## src/rtl/myproject_mul_pkg.sv

```systemverilog
// Shared constants and helpers for the pipelined multi-lane multiplier.
package myproject_mul_pkg;

  localparam int RND_TRUNC   = 0;
  localparam int RND_HALF_UP = 1;
  localparam int OVF_WRAP    = 0;
  localparam int OVF_SAT     = 1;

  localparam int MIN_STAGE = 1;
  localparam int MAX_STAGE = 8;

  // Legal pipeline depth.
  function automatic bit stage_ok(input int n);
    return (n >= MIN_STAGE) && (n <= MAX_STAGE);
  endfunction

  // Two's-complement bounds of a w-bit signed value (w <= 63).
  function automatic longint s_min(input int w);
    return -(longint'(1) <<< (w - 1));
  endfunction

  function automatic longint s_max(input int w);
    return (longint'(1) <<< (w - 1)) - 1;
  endfunction

endpackage

```

## src/rtl/myproject_mul_pipe_if.sv

```systemverilog
// Stream bundle: input handshake, output handshake and overflow flags.
interface myproject_mul_pipe_if #(
  parameter int LANES      = 1,
  parameter int DIN0_WIDTH = 16,
  parameter int DIN1_WIDTH = 16,
  parameter int DOUT_WIDTH = 26
);
  logic                          in_valid;
  logic                          in_ready;
  logic [LANES*DIN0_WIDTH-1:0]   din0;
  logic [LANES*DIN1_WIDTH-1:0]   din1;
  logic                          out_valid;
  logic                          out_ready;
  logic [LANES*DOUT_WIDTH-1:0]   dout;
  logic [LANES-1:0]              ovf_sticky;
  logic                          ovf_clr;

  modport master (
    output in_valid, din0, din1, out_ready, ovf_clr,
    input  in_ready, out_valid, dout, ovf_sticky
  );

  modport slave (
    input  in_valid, din0, din1, out_ready, ovf_clr,
    output in_ready, out_valid, dout, ovf_sticky
  );
endinterface

```

## src/rtl/myproject_mul_lane.sv

```systemverilog
// One lane: signed multiply, optional half-up rounding, arithmetic right
// shift, wrap/saturate to the output width, and the per-result overflow bit.
// Data registers advance only when en is high so the lane tracks the
// shared valid chain in the top.
module myproject_mul_lane
  import myproject_mul_pkg::*;
#(
  parameter int DIN0_WIDTH = 16,
  parameter int DIN1_WIDTH = 16,
  parameter int DOUT_WIDTH = 26,
  parameter int NUM_STAGE  = 3,
  parameter int SHIFT      = 0,
  parameter int ROUND_MODE = RND_TRUNC,
  parameter int SAT_MODE   = OVF_WRAP
) (
  input  logic                         ap_clk,
  input  logic                         ap_rst_n,
  input  logic                         en,
  input  logic signed [DIN0_WIDTH-1:0] a,
  input  logic signed [DIN1_WIDTH-1:0] b,
  output logic signed [DOUT_WIDTH-1:0] y,
  output logic                         ovf
);
  localparam int W  = DIN0_WIDTH + DIN1_WIDTH;
  // Result registers after the product: all stages when NUM_STAGE==1,
  // otherwise everything after the product register.
  localparam int RS = (NUM_STAGE == 1) ? 1 : NUM_STAGE - 1;
  localparam int HS = (SHIFT > 0) ? SHIFT - 1 : 0;
  localparam logic signed [W:0] HALF =
    (ROUND_MODE == RND_HALF_UP && SHIFT > 0) ? ((W + 1)'(1) << HS) : '0;

  logic signed [W-1:0]      prod_d;
  logic signed [W-1:0]      prod_src;
  logic signed [W:0]        p_ext, p_rnd, q;
  logic signed [DOUT_WIDTH-1:0] res;
  logic                     res_ovf;
  logic [RS-1:0][DOUT_WIDTH:0] res_q, res_d;

  // Full-width signed product; operands sign-extended so the product is exact.
  always_comb begin
    prod_d = W'(a) * W'(b);
  end

  if (NUM_STAGE == 1) begin : g_comb
    assign prod_src = prod_d;
  end else begin : g_reg
    logic signed [W-1:0] prod_q;
    // Stage 1: product register.
    always_ff @(posedge ap_clk or negedge ap_rst_n) begin
      if (!ap_rst_n)  prod_q <= '0;
      else if (en)    prod_q <= prod_d;
    end
    assign prod_src = prod_q;
  end

  // Round at W+1 bits so adding the half LSB can never wrap, then shift.
  always_comb begin
    p_ext = (W + 1)'(prod_src);
    p_rnd = p_ext + HALF;
    q     = p_rnd >>> SHIFT;
  end

  if (DOUT_WIDTH >= W + 1) begin : g_wide
    assign res     = DOUT_WIDTH'(q);
    assign res_ovf = 1'b0;
  end else begin : g_narrow
    logic hi_ok;
    // In range iff every bit above the output sign bit copies it.
    assign hi_ok   = (&q[W:DOUT_WIDTH-1]) | ~(|q[W:DOUT_WIDTH-1]);
    assign res_ovf = ~hi_ok;
    if (SAT_MODE == OVF_SAT) begin : g_sat
      assign res = res_ovf ? {q[W], {(DOUT_WIDTH-1){~q[W]}}} : q[DOUT_WIDTH-1:0];
    end else begin : g_wrap
      assign res = q[DOUT_WIDTH-1:0];
    end
  end

  // Result shift chain: entry 0 takes the fresh result, the rest are delays.
  always_comb begin
    res_d    = res_q;
    res_d[0] = {res_ovf, res};
    for (int k = 1; k < RS; k++) res_d[k] = res_q[k-1];
  end

  // Result registers; hold while the pipe is stalled.
  always_ff @(posedge ap_clk or negedge ap_rst_n) begin
    if (!ap_rst_n) res_q <= '0;
    else if (en)   res_q <= res_d;
  end

  assign y   = res_q[RS-1][DOUT_WIDTH-1:0];
  assign ovf = res_q[RS-1][DOUT_WIDTH];
endmodule

```

## src/rtl/myproject_mul_pipe.sv

```systemverilog
// Pipelined multi-lane fixed-point multiplier. One valid chain and one
// advance signal drive every lane; the whole pipe moves or holds together.
module myproject_mul_pipe
  import myproject_mul_pkg::*;
#(
  parameter int DIN0_WIDTH = 16,
  parameter int DIN1_WIDTH = 16,
  parameter int DOUT_WIDTH = 26,
  parameter int NUM_STAGE  = 3,
  parameter int LANES      = 1,
  parameter int SHIFT      = 0,
  parameter int ROUND_MODE = RND_TRUNC,
  parameter int SAT_MODE   = OVF_WRAP
) (
  input logic              ap_clk,
  input logic              ap_rst_n,
  myproject_mul_pipe_if.slave bus
);
  if (!stage_ok(NUM_STAGE)) begin : g_err_stage
    $error("myproject_mul_pipe: NUM_STAGE=%0d outside %0d..%0d", NUM_STAGE, MIN_STAGE, MAX_STAGE);
  end
  if (SHIFT < 0 || SHIFT > DIN0_WIDTH + DIN1_WIDTH - 1) begin : g_err_shift
    $error("myproject_mul_pipe: SHIFT=%0d out of range", SHIFT);
  end
  if (ROUND_MODE != RND_TRUNC && ROUND_MODE != RND_HALF_UP) begin : g_err_rnd
    $error("myproject_mul_pipe: bad ROUND_MODE=%0d", ROUND_MODE);
  end
  if (SAT_MODE != OVF_WRAP && SAT_MODE != OVF_SAT) begin : g_err_sat
    $error("myproject_mul_pipe: bad SAT_MODE=%0d", SAT_MODE);
  end
  if (LANES < 1) begin : g_err_lanes
    $error("myproject_mul_pipe: LANES must be >= 1");
  end

  logic                              adv;
  logic                              out_valid;
  logic [NUM_STAGE:1]                vld_pipe_q, vld_pipe_d;
  logic [LANES-1:0]                  sticky_q, sticky_d;
  logic [LANES-1:0]                  lane_ovf;
  logic [LANES-1:0][DOUT_WIDTH-1:0]  lane_y;

  assign out_valid = vld_pipe_q[NUM_STAGE];
  assign adv       = ~out_valid | bus.out_ready;

  for (genvar i = 0; i < LANES; i++) begin : g_lane
    myproject_mul_lane #(
      .DIN0_WIDTH (DIN0_WIDTH),
      .DIN1_WIDTH (DIN1_WIDTH),
      .DOUT_WIDTH (DOUT_WIDTH),
      .NUM_STAGE  (NUM_STAGE),
      .SHIFT      (SHIFT),
      .ROUND_MODE (ROUND_MODE),
      .SAT_MODE   (SAT_MODE)
    ) u_lane (
      .ap_clk   (ap_clk),
      .ap_rst_n (ap_rst_n),
      .en       (adv),
      .a        (bus.din0[i*DIN0_WIDTH +: DIN0_WIDTH]),
      .b        (bus.din1[i*DIN1_WIDTH +: DIN1_WIDTH]),
      .y        (lane_y[i]),
      .ovf      (lane_ovf[i])
    );
  end

  // Valid chain: shift on advance (bubbles included), otherwise hold.
  always_comb begin
    vld_pipe_d = vld_pipe_q;
    if (adv) begin
      vld_pipe_d[1] = bus.in_valid;
      for (int k = 2; k <= NUM_STAGE; k++) vld_pipe_d[k] = vld_pipe_q[k-1];
    end
  end

  // Sticky flags: clear first, then OR in delivered overflows so a
  // coincident event survives the clear.
  always_comb begin
    sticky_d = bus.ovf_clr ? '0 : sticky_q;
    if (out_valid && bus.out_ready) sticky_d = sticky_d | lane_ovf;
  end

  // Control state registers.
  always_ff @(posedge ap_clk or negedge ap_rst_n) begin
    if (!ap_rst_n) begin
      vld_pipe_q <= '0;
      sticky_q   <= '0;
    end else begin
      vld_pipe_q <= vld_pipe_d;
      sticky_q   <= sticky_d;
    end
  end

  assign bus.in_ready   = adv;
  assign bus.out_valid  = out_valid;
  assign bus.dout       = lane_y;
  assign bus.ovf_sticky = sticky_q;
endmodule
```

## src/flat_wrapper.sv

```systemverilog
// flat-port wrapper written by rule: the top's interface ports become plain ports
module myproject_mul_pipe_flat import myproject_mul_pkg::*;
#(
  parameter int DIN0_WIDTH = 16,
  parameter int DIN1_WIDTH = 16,
  parameter int DOUT_WIDTH = 26,
  parameter int NUM_STAGE  = 3,
  parameter int LANES      = 1,
  parameter int SHIFT      = 0,
  parameter int ROUND_MODE = RND_TRUNC,
  parameter int SAT_MODE   = OVF_WRAP
)
  (ap_clk, ap_rst_n, bus_in_valid, bus_din0, bus_din1, bus_out_ready, bus_ovf_clr, bus_in_ready, bus_out_valid, bus_dout, bus_ovf_sticky);
  myproject_mul_pipe_if #(.LANES(LANES), .DIN0_WIDTH(DIN0_WIDTH), .DIN1_WIDTH(DIN1_WIDTH), .DOUT_WIDTH(DOUT_WIDTH)) bus_i ();
  input logic ap_clk;
  input logic ap_rst_n;
  input wire logic [$bits(bus_i.in_valid)-1:0] bus_in_valid;
  input wire logic [$bits(bus_i.din0)-1:0] bus_din0;
  input wire logic [$bits(bus_i.din1)-1:0] bus_din1;
  input wire logic [$bits(bus_i.out_ready)-1:0] bus_out_ready;
  input wire logic [$bits(bus_i.ovf_clr)-1:0] bus_ovf_clr;
  output wire logic [$bits(bus_i.in_ready)-1:0] bus_in_ready;
  output wire logic [$bits(bus_i.out_valid)-1:0] bus_out_valid;
  output wire logic [$bits(bus_i.dout)-1:0] bus_dout;
  output wire logic [$bits(bus_i.ovf_sticky)-1:0] bus_ovf_sticky;
  assign bus_i.in_valid = bus_in_valid;
  assign bus_i.din0 = bus_din0;
  assign bus_i.din1 = bus_din1;
  assign bus_i.out_ready = bus_out_ready;
  assign bus_i.ovf_clr = bus_ovf_clr;
  assign bus_in_ready = bus_i.in_ready;
  assign bus_out_valid = bus_i.out_valid;
  assign bus_dout = bus_i.dout;
  assign bus_ovf_sticky = bus_i.ovf_sticky;
  myproject_mul_pipe #(.DIN0_WIDTH(DIN0_WIDTH), .DIN1_WIDTH(DIN1_WIDTH), .DOUT_WIDTH(DOUT_WIDTH), .NUM_STAGE(NUM_STAGE), .LANES(LANES), .SHIFT(SHIFT), .ROUND_MODE(ROUND_MODE), .SAT_MODE(SAT_MODE)) u_core (.ap_clk(ap_clk), .ap_rst_n(ap_rst_n), .bus(bus_i));
endmodule
```

## config.mk

```make
export PLATFORM = sky130hd
export DESIGN_NAME = myproject_mul_pipe_flat
export DESIGN_NICKNAME = d
export VERILOG_FILES = /design/src/rtl/myproject_mul_pkg.sv /design/src/rtl/myproject_mul_pipe_if.sv /design/src/rtl/myproject_mul_lane.sv /design/src/rtl/myproject_mul_pipe.sv /design/src/flat_wrapper.sv
export SDC_FILE = /design/constraint.sdc
export NUM_CORES = 1
export LEC_CHECK = 0
export BUFFER_PORTS_ARGS = -buffer_cell sky130_fd_sc_hd__buf_2
export CELL_PAD_IN_SITES_DETAIL_PLACEMENT = 1
export CELL_PAD_IN_SITES_GLOBAL_PLACEMENT = 1
export CORE_MARGIN = 8
export CORE_UTILIZATION = 50
export DETAILED_ROUTE_END_ITERATION = 12
export PLACE_DENSITY_LB_ADDON = 0.1
export REMOVE_ABC_BUFFERS = 1
export SLEW_MARGIN = 20
export SYNTH_ARGS = -nofsm -noshare
export SYNTH_HDL_FRONTEND = slang
export SYNTH_SLANG_ARGS = --single-unit
```

## constraint.sdc

```tcl
create_clock -name ap_clk -period 2 [get_ports ap_clk]
set_input_delay 0.1 -clock ap_clk [delete_from_list [all_inputs] [get_ports ap_clk]]
set_output_delay 0.1 -clock ap_clk [all_outputs]
set_load 0.005 [all_outputs]
```

==> results of run 1 <==
## per-stage QoR
stage                     utilization  setup TNS [ns]  area (um^2)  hold WS, ns
after floorplan                     -         -366.91        13000       -0.196
after global placement          0.581          -88.61        15100        0.137
after detailed placement        0.581          -94.34        15100        0.130
after CTS                       0.633          -73.84        16400       0.0333
after global routing            0.659          -82.17        17100       0.0529
final                           0.659          -79.83        17100       0.0228
## cell families after synthesis
| group | after synthesis |
|---|---|
| buf+inv | 350 |
| compound gates | 116 |
| flops | 90 |
| fa+ha+maj | 344 |
| xor+xnor | 29 |
| simple gates | 521 |
## cell type report
cell class / count / area share
repair buffers: 268 / 0.135
multi-input cells: 1010 / 0.625
flip-flops and latches: 90 / 0.131
clock inverters: 7 / 0.00555
inverters: 298 / 0.0658
well taps: 335 / 0.0245
clock buffers: 9 / 0.0131
## registers in the layout, summed over array words and instances (netlist names)
register / flops
u_core.g_lane.u_lane.res_d: 27
u_core.g_lane.u_lane.ovf: 1
u_core.g_lane.u_lane.y: 26
u_core.vld_pipe_q: 3
u_core.bus.ovf_sticky: 1
u_core.g_lane.u_lane.g_reg.prod_q: 32
## critical path, cell delays in order
cell and delay (ns):
sky130_fd_sc_hd__buf_2 0.16, sky130_fd_sc_hd__buf_12 0.16, sky130_fd_sc_hd__nand2_1 0.08, sky130_fd_sc_hd__fa_1 0.51
sky130_fd_sc_hd__inv_1 0.05, sky130_fd_sc_hd__fa_1 0.51, sky130_fd_sc_hd__fa_1 0.57, sky130_fd_sc_hd__fa_1 0.54
sky130_fd_sc_hd__fa_1 0.54, sky130_fd_sc_hd__inv_2 0.05, sky130_fd_sc_hd__fa_1 0.53, sky130_fd_sc_hd__inv_2 0.06
sky130_fd_sc_hd__ha_4 0.24, sky130_fd_sc_hd__buf_6 0.12, sky130_fd_sc_hd__a311oi_4 0.37, sky130_fd_sc_hd__o21ai_2 0.14
sky130_fd_sc_hd__a21oi_2 0.22, sky130_fd_sc_hd__o311ai_4 0.13, sky130_fd_sc_hd__buf_4 0.16, sky130_fd_sc_hd__buf_4 0.13
sky130_fd_sc_hd__a21boi_4 0.16, sky130_fd_sc_hd__o211a_1 0.19, sky130_fd_sc_hd__nor3_2 0.04
## final timing paths
kind,from,depth (start not counted),end
max,bus_din0[11],23,u_core.g_lane[0].u_lane.g_reg.prod_q[31]
min,bus_out_ready,3,u_core.bus.ovf_sticky
max reg2reg,u_core.vld_pipe_q[3],5,u_core.g_lane[0].u_lane.g_reg.prod_q[10]
min reg2reg,u_core.g_lane[0].u_lane.y[16],2,u_core.g_lane[0].u_lane.y[16]
max in group asynchronous,ap_rst_n,3,u_core.g_lane[0].u_lane.g_reg.prod_q[20]
min in group asynchronous,ap_rst_n,2,u_core.vld_pipe_q[2]
## layer usage
metal,wire length [um],GRT usage,vias to the layer above,share of wire
met3,2320,0.0451,214,0.047
met1,16700,0.297,5982,0.34
li1,-,-,4754,-
met5,0,0,-,0
met2,27800,0.527,432,0.56
met4,2730,0.117,0,0.055
## timing repair
item,in CTS,in global routing
setup endpoints to repair,29,28
hold buffers,3,0
endpoints found under the hold margin,42,0
buffers inserted,14,20
pin swaps,88,93
gates resized for setup,213,144
## cells in the final DEF (no fill, tap or decap), types with 5 or more instances in the layout
| master | count |
|---|---|
| sky130_fd_sc_hd__ha_1 | 52 |
| sky130_fd_sc_hd__o21ai_1 | 9 |
| sky130_fd_sc_hd__and2_1 | 101 |
| sky130_fd_sc_hd__buf_2 | 39 |
| sky130_fd_sc_hd__ha_4 | 26 |
| sky130_fd_sc_hd__nand3_1 | 6 |
| sky130_fd_sc_hd__nand2_2 | 9 |
| sky130_fd_sc_hd__inv_1 | 271 |
| sky130_fd_sc_hd__a21o_1 | 10 |
| sky130_fd_sc_hd__clkbuf_16 | 9 |
| sky130_fd_sc_hd__nor3_1 | 6 |
| sky130_fd_sc_hd__nand2_1 | 312 |
| sky130_fd_sc_hd__o21ai_0 | 5 |
| sky130_fd_sc_hd__o21ai_2 | 10 |
| sky130_fd_sc_hd__xnor2_1 | 14 |
| sky130_fd_sc_hd__buf_6 | 44 |
| sky130_fd_sc_hd__o21ai_4 | 5 |
| sky130_fd_sc_hd__buf_8 | 6 |
| sky130_fd_sc_hd__dfrtp_1 | 90 |
| sky130_fd_sc_hd__fa_1 | 247 |
| sky130_fd_sc_hd__o21bai_1 | 5 |
| sky130_fd_sc_hd__a21oi_1 | 17 |
| sky130_fd_sc_hd__xnor2_2 | 5 |
| sky130_fd_sc_hd__nand2b_1 | 8 |
| sky130_fd_sc_hd__buf_4 | 160 |
| sky130_fd_sc_hd__fa_2 | 15 |
| sky130_fd_sc_hd__inv_2 | 25 |
| sky130_fd_sc_hd__nor2_2 | 7 |
| sky130_fd_sc_hd__buf_12 | 14 |
| sky130_fd_sc_hd__and2_4 | 21 |
| sky130_fd_sc_hd__nor2_1 | 28 |
| sky130_fd_sc_hd__a21oi_2 | 17 |
==> qor.yml, run 1 <==
cts:
  cts.sink_count: 90
  cts_made_buffers: 9
  tritoncts: "built"
  clockRootBuffer: "sky130_fd_sc_hd__clkbuf_16"
  cts.path.max_buffers: 2
  clock_insertion_delay_worst_skew_ns: 0.36
  number_of_h_tree_branching_levels: 3
  cts.clk_slew.worst_paths_ns: 0.08
sta:
  relative_max_transition_margin: 0.607
  layout_worst_path_cycle_share: 2.76
  hold_viol_final: 0
  min_period_ns: 5.52
  timing.final.max_slew_violations: 0
  fin_worst_skew_ns: 0.0111
  fmax_mhz: 181
  max_slew.worst_pin.slew_ns: 0.590
  postLayoutSetupSlackWorst_ns: -3.52
  finalSetupViolations: 28
  rsz0062_at_grt: "yes"
detailed_routing:
  detail_route.iter0.violations: 646
  remaining_drc_errors: 0
  post_drt_via_cell_ratio: 5.64
  postRouteWirelength_mm: 49.6
  wire_per_inst_um: 24.6
  firstDrtPassIters: 6
  route.vias.total: 11382
  drt.antenna.violating_nets: 0
logic_synthesis:
  synth_area_leaders: "sky130_fd_sc_hd__fa_1, sky130_fd_sc_hd__dfrtp_1, sky130_fd_sc_hd__nand2_1"
  post_synth.cell_area_avg_um2: 9.08
  synth_top_flop_cell: "sky130_fd_sc_hd__dfrtp_1"
  compound_gate_portion_of_the_synthesized_area: 0.0556
  synthesis.area_um2: 13200
  synth-edff-count: 0
  synthCells: 1450
  ys_ff_latch: 90
  synth_top_area_share: 0.398
  yosys.area_share.adder: 0.476
  synth_largest_area_cell: "sky130_fd_sc_hd__fa_1"
  synth.area.mux_share: 0
  combinational_family_with_the_most_area_after_synthesis: "adder cells"
  synth.yosys.seq_area_share: 0.171
  yosys.area_share.xor_xnor: 0.0193
  postSynth.asyncResetShare: 1.00
  synth-simple-area-share: 0.178
  synth_top_cells_by_count: "sky130_fd_sc_hd__nand2_1, sky130_fd_sc_hd__inv_1, sky130_fd_sc_hd__fa_1"
  yosysUniqueCellTypes: 44
  ys.warnings.count: 0
  post-synth-top-count-cell: "sky130_fd_sc_hd__nand2_1"
critical_path:
  cp.required_ns: 2.24
  worst-endpoint-arrival_ns: 5.76
  cp_endpoint_kind: "flop"
  rrSetupSlack_ns: 0.22
  worst-path-max-fanout: 10
  critPathLaunchType: "input port"
  worstSetupPathType: "input port to flop"
die:
  ioPinCount: 66
  die-height_um: 178
  num_rows: 59
  die_area_um2: 31800
  floorplan.initialDensity: 0.507
  placeableCoreArea_um2: 26000
  horizontal_die_dimension_um: 178
place:
  dp_hpwl_mm: 30.8
  routability_congestion: 0.851
  numPortBuffers: 65
  place_inst: 1971
  preCtsSetupSlack_ns: -4.10
final_layout:
  final.fill_count: 2825
  multiInputGateArea_um2: 10700
  regArea_um2: 2250
  diodes: 0
  drive_above_1_share: 0.283
  final_net_count: 2058
  relative_area_change_from_synthesis_to_final_layout_pct: 30.2
  layoutNonFillerInstCount: 2017
grt:
  grt_antenna_before_repair: 0
  overflow: 0
  grt_start_max_net_pins: 76
  first_global_vias: 13207
  grt_util_all_layers: 0.277
  grt_pass1_wl_mm: 68.2
outcome:
  failing_checks: "negative setup slack"
  status: "finished with violations"
min_path:
  hold_wc_path_type: "input port to flop"
run:
  max_cap_viol_count: 0
Power of run 1 is not shown: default switching activity piles up to over one toggle a cycle in this logic, so the estimate is an artifact.
==> inputs of run 2 (changes only) <==
--- a/config.mk
+++ b/config.mk
@@ -9,7 +9,7 @@
 export CELL_PAD_IN_SITES_DETAIL_PLACEMENT = 1
 export CELL_PAD_IN_SITES_GLOBAL_PLACEMENT = 1
 export CORE_MARGIN = 8
-export CORE_UTILIZATION = 50
+export CORE_UTILIZATION = 30
 export DETAILED_ROUTE_END_ITERATION = 12
 export PLACE_DENSITY_LB_ADDON = 0.1
 export REMOVE_ABC_BUFFERS = 1
==> run 2 against run 1 <==
Compared with the run above: the flow still finishes with violations (negative setup slack); sequential share of layout area shrank 0.28 points; non-clock buffer count is 16 higher; final cell count is 13% higher; fmax is 4.5% higher; hold slack better by 0.024 ns; worst setup slack better by 0.24 ns; flip-flop and latch count unchanged; register-to-register slack better by 0.12 ns; die area rose by 60%; core utilization fell by 25 points; critical path depth down 1; global-route usage down 13 points; highest routed layer unchanged.
==> qor.yml, run 2 (synthesis results as in run 1) <==
die:
  floorplan.initialDensity: 0.305
  num_rows: 76
  horizontal_die_dimension_um: 225
  die_area_um2: 50800
  die-height_um: 225
  ioPinCount: 66
  placeableCoreArea_um2: 43200
cts:
  clock_insertion_delay_worst_skew_ns: 0.34
  cts.clk_slew.worst_paths_ns: 0.07
  cts.path.max_buffers: 2
  cts_made_buffers: 9
  cts.sink_count: 90
  number_of_h_tree_branching_levels: 3
  clockRootBuffer: "sky130_fd_sc_hd__clkbuf_16"
  tritoncts: "built"
final_layout:
  mostFrequentLayoutCells: "sky130_fd_sc_hd__nand2_1, sky130_fd_sc_hd__inv_1, sky130_fd_sc_hd__fa_1"
  relative_area_change_from_synthesis_to_final_layout_pct: 33.0
  largest-register: "u_core.g_lane.u_lane.g_reg.prod_q"
  diodes: 0
  final.fill_count: 4926
  drive_above_1_share: 0.274
  final_net_count: 2074
  layoutNonFillerInstCount: 2283
  final_common_cell: "sky130_fd_sc_hd__nand2_1"
  flip_flop_count_of_the_largest_register_all_copies_and_words_added: 32
  final_non_filler_cell_area_um2: 17500
critical_path:
  worstSetupPathType: "input port to flop"
  cp.required_ns: 2.23
  critPathLaunchType: "input port"
  worst-path-max-fanout: 6
  dominant_cell_type_by_count_on_the_critical_path: "sky130_fd_sc_hd__fa_1"
  path_cells: "buf_12 -> and2_4 -> fa_1 -> inv_2 -> fa_1 -> fa_1 -> inv_1 -> fa_1 -> fa_1 -> inv_2 -> fa_1 -> inv_2 -> ha_4 -> buf_6 -> nand3_2 -> o22ai_2 -> or3_4 -> o2111ai_4 -> o21a_1 -> o31a_1 -> a211o_1 -> o221a_2"
  rr_startpoint: "u_core.vld_pipe_q[3]"
  cp-startpoint: "bus_din0[7]"
  crit_path_max_incr_delay_ns: 0.54
  worst-endpoint-arrival_ns: 5.52
  slowest_stage: "sky130_fd_sc_hd__fa_1"
  cp_endpoint_kind: "flop"
sta:
  max_slew.worst_pin.slew_ns: 0.483
  timing.final.max_slew_violations: 0
  hold_viol_final: 0
  fmax_mhz: 189
  finalSetupViolations: 28
  postLayoutSetupSlackWorst_ns: -3.28
  rsz0062_at_grt: "yes"
  layout_worst_path_cycle_share: 2.64
  min_period_ns: 5.28
  fin_worst_skew_ns: 0.00875
  setup_total_negative_slack_ns: -71.86
  relative_max_transition_margin: 0.678
detailed_routing:
  post_drt_via_cell_ratio: 4.45
  postRouteWirelength_mm: 36.6
  firstDrtPassIters: 4
  wire_per_inst_um: 16.0
  detail_route.iter0.violations: 300
  route.vias.total: 10157
  remaining_drc_errors: 0
  drt.antenna.violating_nets: 0
run:
  max_cap_viol_count: 0
grt:
  grt_start_max_net_pins: 62
  first_global_vias: 11553
  grt_util_all_layers: 0.147
  grt_antenna_before_repair: 0
  grt_pass1_wl_mm: 60.3
  overflow: 0
place:
  place_inst: 2236
  placed_area_um2: 15600
  dp_hpwl_mm: 30.6
  routability_congestion: 0.768
  preCtsSetupSlack_ns: -4.01
  numPortBuffers: 65
min_path:
  hold_path.startpoint: "bus_out_ready"
  hold_wc_path_type: "input port to flop"
outcome:
  failing_checks: "negative setup slack"
  status: "finished with violations"
run 2: area by class of cell:
class	count	area [um^2]	share of cell area
clock inverters	5	36.3	0.00207
repair buffers	284	2540	0.145
well taps	585	732	0.0418
clock buffers	11	253	0.0144
inverters	298	1130	0.0643
flip-flops and latches	90	2250	0.129
multi-input cells	1010	10600	0.604
run 2: path summary, 6_finish.rpt:
path / cells past startpoint / slack (ns) / to
worst max-delay path: 22 / -3.28 / u_core.g_lane[0].u_lane.g_reg.prod_q[30]
worst min-delay path: 3 / 0.05 / u_core.bus.ovf_sticky
worst max register to register: 6 / 0.34 / u_core.g_lane[0].u_lane.g_reg.prod_q[31]
worst min register to register: 2 / 0.46 / u_core.g_lane[0].u_lane.y[2]
max in group asynchronous: 3 / 1.23 / u_core.g_lane[0].u_lane.g_reg.prod_q[7]
min in group asynchronous: 2 / 0.24 / u_core.g_lane[0].u_lane.y[25]
run 2: timing repair:
action	4_1_cts	5_1_grt
hold endpoints to repair	28	0
setup endpoints to repair	29	28
gates resized for setup	236	86
pin swaps	104	56
setup buffers	18	11
hold buffers	3	0
gates cloned	0	2
run 2: metrics by stage:
step	hold slack [ns]	utilization
3_5_place_dp	0.0718	0.361
4_1_cts	0.0348	0.394
5_1_grt	0.0780	0.406
2_1_floorplan	-0.196	-
6_report	0.0467	0.406
3_3_place_gp	0.0785	0.361
run 2: layer usage:
metal	share of wire	track usage	vias to the layer above	wire length [um]
met2	0.54	0.272	68	19700
met1	0.43	0.187	5281	15900
li1	-	-	4785	-
met3	0.016	0.0151	23	576
met4	0.012	0.0226	0	444
met5	0	0	-	0
run 2: critical path: cells and delay by family:
family,cells,cell delay (ns)
compound gates,6,1.29
fa+ha+maj,7,3.33
buf+inv,6,0.40
simple gates,3,0.40
Power of run 2 is left out for the same reason.
